File: src/rtl/lfsr_stream_scrambler.sv
// Additive stream scrambler/descrambler: Fibonacci LFSR with runtime tap mask,
// DATA_W keystream bits per word, one valid/ready output register stage.
module lfsr_stream_scrambler #(
    parameter int unsigned             DATA_W     = 32,
    parameter int unsigned             LFSR_W     = 32,
    parameter logic [LFSR_W-1:0]       LFSR_RESET = LFSR_W'(1),
    parameter int unsigned             CNT_W      = 16
) (
    input  logic              clk,
    input  logic              reset_n,
    input  logic [LFSR_W-1:0] poly_mask,
    input  logic              enable,
    input  logic [LFSR_W-1:0] seed_value,
    input  logic              seed_load,
    input  logic [DATA_W-1:0] in_data,
    input  logic              in_valid,
    output logic              in_ready,
    output logic [DATA_W-1:0] out_data,
    output logic              out_valid,
    input  logic              out_ready,
    output logic              lockup_err,
    output logic [CNT_W-1:0]  word_count
);

    logic [LFSR_W-1:0] state_q, state_d;
    logic [DATA_W-1:0] out_data_q, out_data_d;
    logic              out_valid_q, out_valid_d;
    logic              lockup_q, lockup_d;
    logic [CNT_W-1:0]  cnt_q, cnt_d;

    logic              accept;
    logic              use_s0;
    logic              lock;
    logic [LFSR_W-1:0] s0_raw;
    logic [LFSR_W-1:0] s0;
    logic [LFSR_W-1:0] s_end;
    logic [DATA_W-1:0] keystream;

    assign in_ready = !out_valid_q || out_ready;
    assign accept   = in_valid && in_ready;
    assign use_s0   = accept || seed_load;
    assign s0_raw   = seed_load ? seed_value : state_q;
    // An all-zero start state would lock the LFSR forever; substitute the reset state.
    assign lock     = use_s0 && (s0_raw == '0);
    assign s0       = lock ? LFSR_RESET : s0_raw;

    always_comb begin
        s_end = s0;
        for (int unsigned i = 0; i < DATA_W; i++) begin
            s_end = {s_end[LFSR_W-2:0], ^(s_end & poly_mask)};
        end
    end

    assign keystream = s_end[DATA_W-1:0];

    always_comb begin
        state_d     = state_q;
        out_data_d  = out_data_q;
        out_valid_d = out_valid_q;
        lockup_d    = lockup_q;
        cnt_d       = cnt_q;

        if (accept && enable) begin
            state_d = s_end;
        end else if (use_s0) begin
            // Seed load without scrambling, or lock-up recovery on a bypass word.
            state_d = s0;
        end

        if (seed_load) begin
            cnt_d = (accept && enable) ? CNT_W'(1) : '0;
        end else if (accept && enable && (cnt_q != '1)) begin
            cnt_d = cnt_q + CNT_W'(1);
        end

        if (lock) begin
            lockup_d = 1'b1;
        end else if (seed_load && (seed_value != '0)) begin
            lockup_d = 1'b0;
        end

        if (accept) begin
            out_data_d  = enable ? (in_data ^ keystream) : in_data;
            out_valid_d = 1'b1;
        end else if (out_ready) begin
            out_valid_d = 1'b0;
        end
    end

    always_ff @(posedge clk or negedge reset_n) begin
        if (!reset_n) begin
            state_q     <= LFSR_RESET;
            out_data_q  <= '0;
            out_valid_q <= 1'b0;
            lockup_q    <= 1'b0;
            cnt_q       <= '0;
        end else begin
            state_q     <= state_d;
            out_data_q  <= out_data_d;
            out_valid_q <= out_valid_d;
            lockup_q    <= lockup_d;
            cnt_q       <= cnt_d;
        end
    end

    assign out_data   = out_data_q;
    assign out_valid  = out_valid_q;
    assign lockup_err = lockup_q;
    assign word_count = cnt_q;

endmodule

File: config.mk
export PLATFORM = sky130hd
export DESIGN_NAME = lfsr_stream_scrambler
export DESIGN_NICKNAME = d
export VERILOG_FILES = /design/src/rtl/lfsr_stream_scrambler.sv
export SDC_FILE = /design/constraint.sdc
export NUM_CORES = 1
export LEC_CHECK = 0
export ABC_AREA = 1
export CAP_MARGIN = 15
export CORE_ASPECT_RATIO = 1.1
export CORE_UTILIZATION = 55
export CTS_BUF_LIST = sky130_fd_sc_hd__clkbuf_4 sky130_fd_sc_hd__clkbuf_8
export CTS_CLUSTER_DIAMETER = 50
export CTS_CLUSTER_SIZE = 25
export DETAILED_ROUTE_END_ITERATION = 6
export HOLD_SLACK_MARGIN = 0.06
export PLACE_DENSITY = 0.75
export SLEW_MARGIN = 20
export SYNTH_ARGS = -nofsm -noshare
export SYNTH_HDL_FRONTEND = slang
export SYNTH_SLANG_ARGS = --single-unit
File: constraint.sdc
create_clock -name clk -period 11.84 [get_ports clk]
set_clock_uncertainty 0.2 [all_clocks]
set_input_delay 1.776 -clock clk [delete_from_list [all_inputs] [get_ports clk]]
set_output_delay 1.776 -clock clk [all_outputs]
set_load 0.01 [all_outputs]
==> results.toml <==
[grt]
track_usage_pct = 37.40
globalRoute.totalOverflow = 0
first_global_vias = 21970
grt_pass1_wl_um = 116400
grt_max_degree = 66
grt_antenna_before_repair = 1

[synth]
post_synth_main_area_contributors = "sky130_fd_sc_hd__xnor2_1 18%, sky130_fd_sc_hd__nand2_1 15%, sky130_fd_sc_hd__xor2_1 14%, sky130_fd_sc_hd__nor2_1 11%, sky130_fd_sc_hd__dfrtp_1 9.6%"
synthesis.nets = 3580
synth-edff-count = 0
ys_async_sr_fraction_pct = 100.0
netlist.area_leader.share_pct = 18.33
synth_seq_cells = 82
synth_commonest_cells = "853 x sky130_fd_sc_hd__nand2_1, 607 x sky130_fd_sc_hd__nor2_1, 443 x sky130_fd_sc_hd__xnor2_1"
yosysWarnings = 0
synthCells = 3477
synth.largest_area_cell = "sky130_fd_sc_hd__xnor2_1"
syn_area_um2 = 21170
synth.yosys.seq_area_share_pct = 9.700
netlist-cell-type-count = 63
synth-main-ff-cell = "sky130_fd_sc_hd__dfrtp_1"
synth_most_common_cell = "sky130_fd_sc_hd__nand2_1"
synth.avg_cell_area_um2 = 6.088

[drt]
drt-wirelength-per-cell_um = 17.89
drt_iter0_drcs = 1940
num_vias = 23700
drt_first_pass_iters = 6
vias_per_cell = 5.479
ant_nets = 0
drt_wl_total_um = 77390
drc = 0

[worst_setup_path]
critPathArrivalTime_ns = 13.54
crit_path_start_kind = "input port"
timing.critical_path.slowest_cell_delay_ns = 0.22
worstPathRequired_ns = 11.89
slowest_stage = "sky130_fd_sc_hd__xor2_1"
crit_fanout = 16
crit_type = "in -> reg"
worstSetupEndpointType = "register"
setup.reg_to_reg.worst_slack_ns = -0.33

[sta]
tightestPinTransition_ns = 0.9840
drv_slew = 0
layout_worst_path_cycle_share_pct = 113.9
timing.max_slew.rel_slack_pct = 34.40
hold-worst-slack_ns = 0.2775
timing.final.crit_period_ns = 13.48
setup-violations-final = 14
final.setup.worst_slack_ns = -1.644
max_clock_freq_ghz = 0.07416
final-hold-violation-count = 0
setup_repair_after_global_routing_missed_its_margin = "yes"

[cells_and_area]
nNetsFinal = 3924
area_growth_pct = 27.52
layoutNonFillerInstCount = 4326
antenna_diode_count = 0
finalCoreUtilization_pct = 71.02
post_route_cells_drive_above_1_share_pct = 25.41
fin_area_um2 = 26990

[die]
core_area_um2 = 38010
effective_utilization_at_floorplan_pct = 55.69
die_w_um = 189.0
placementRows = 75
chipHeight_um = 207.8
design.die.area_um2 = 39270
top_level_ports = 153

[cts]
cts.sinks = 82
clock_latency_ns = 0.39
htree_num_levels = 3
cts_max_path_buffers = 2
tritoncts = "built"
cts_root_buf = "sky130_fd_sc_hd__clkbuf_8"
total_cts_buffers = 9
cts_hold_buffers = 0
clk_pin_slew_ns = 0.08

[job]
max-cap-violations = 0

[placement]
dpl.cell_count = 4264
place_area_um2 = 24750
dp_hpwl_um = 56230
placer_s_final_routability_congestion_estimate = 0.9765
port-buffer-count = 152

[outcome]
violations = "setup timing"
outcome = "finished with violations"

[worst_hold_path]
worst_hold_path_type = "reg -> reg"
## cell type report
class                   count  area, um2
fillers                  3166      11010
well taps                 500      625.6
inverters                 301       1177
multi-input cells        2885      18240
flip-flops and latches     82       2053
repair buffers            542       4674
clock buffers              11      145.1
clock inverters             5      77.57
## layout by cell type, fill, tap and decap left out, drive strengths merged, types with 2 or more instances in the layout
cell,instances
a21oi,23
xnor2,448
a31oi,2
clkdlybuf4s50,121
nor3,5
nand3,219
nand2,1011
a211oi,2
dfrtp,81
bufinv,3
nand2b,2
xor2,348
nand3b,26
nand4,33
or2,3
clkbuf,11
clkinv,11
inv,291
o22ai,6
o31ai,3
nor2,636
buf,395
dlygate4sd2,24
nor4,9
and3,3
xnor3,2
o21bai,10
o21ai,90
## metal layers
| layer | GRT usage (%) | share of wire (%) | up-vias | routed length, um |
|---|---|---|---|---|
| met5 | 0 | 0.010 | - | 8 |
| met4 | 25.28 | 8.0 | 2 | 6227 |
| met3 | 5.325 | 8.7 | 418 | 6754 |
| met2 | 61.26 | 46 | 1230 | 35590 |
| met1 | 45.29 | 37 | 10890 | 28810 |
| li1 | - | - | 11160 | - |
## sequential cells by signal, summed over array words and instances, names as in the netlist
signal      flops
word_count     16
lockup_err      1
state_q        32
out_valid       1
out_data       32
## worst max-delay path: cells and delay by family
kind | cells | cell delay, ns
xor+xnor | 4 | 0.71
simple gates | 91 | 8.37
compound gates | 1 | 0.06
buf+inv | 23 | 2.57
## metrics by stage
stage	setup TNS [ns]	setup WS [ns]
after detailed placement	-10.65	-1.437
after floorplan	-0.1000	-0.1000
after global placement	-7.477	-1.148
after global routing	-25.29	-2.504
final	-12.73	-1.644
after CTS	-4.128	-0.8031
## kinds of logic after synthesis
group	share of synthesized area, %
and+or+nand+nor	41.23
AOI/OAI and AO/OA	3.748
xor gates and xnor gates	33.49
buffers and inverters	11.78
DFF	9.700
adders and majority gates	0.05910
## path summary, 6_finish.rpt
check                                             from                       to  cells after the start
worst max-delay path                         seed_load   state_q[1]$_DFFE_PN0P_                    119
min in group asynchronous                      reset_n   state_q[3]$_DFFE_PN0P_                      1
worst min-delay path            lockup_err$_DFFE_PN0P_   lockup_err$_DFFE_PN0P_                      2
max in group asynchronous                      reset_n  out_data[3]$_DFFE_PN0P_                      2
worst min register to register  lockup_err$_DFFE_PN0P_   lockup_err$_DFFE_PN0P_                      2
worst max register to register  state_q[8]$_DFFE_PN0P_   state_q[1]$_DFFE_PN0P_                    113
## what timing repair did
item                                    CTS  global route
gates cloned                              2             0
setup buffers                            29            15
pin swaps                               123           191
resized for setup                       215           246
endpoints found under the setup margin   11            18
Power is not shown: default switching activity piles up to over one toggle a cycle in this logic, so the estimate is an artifact.
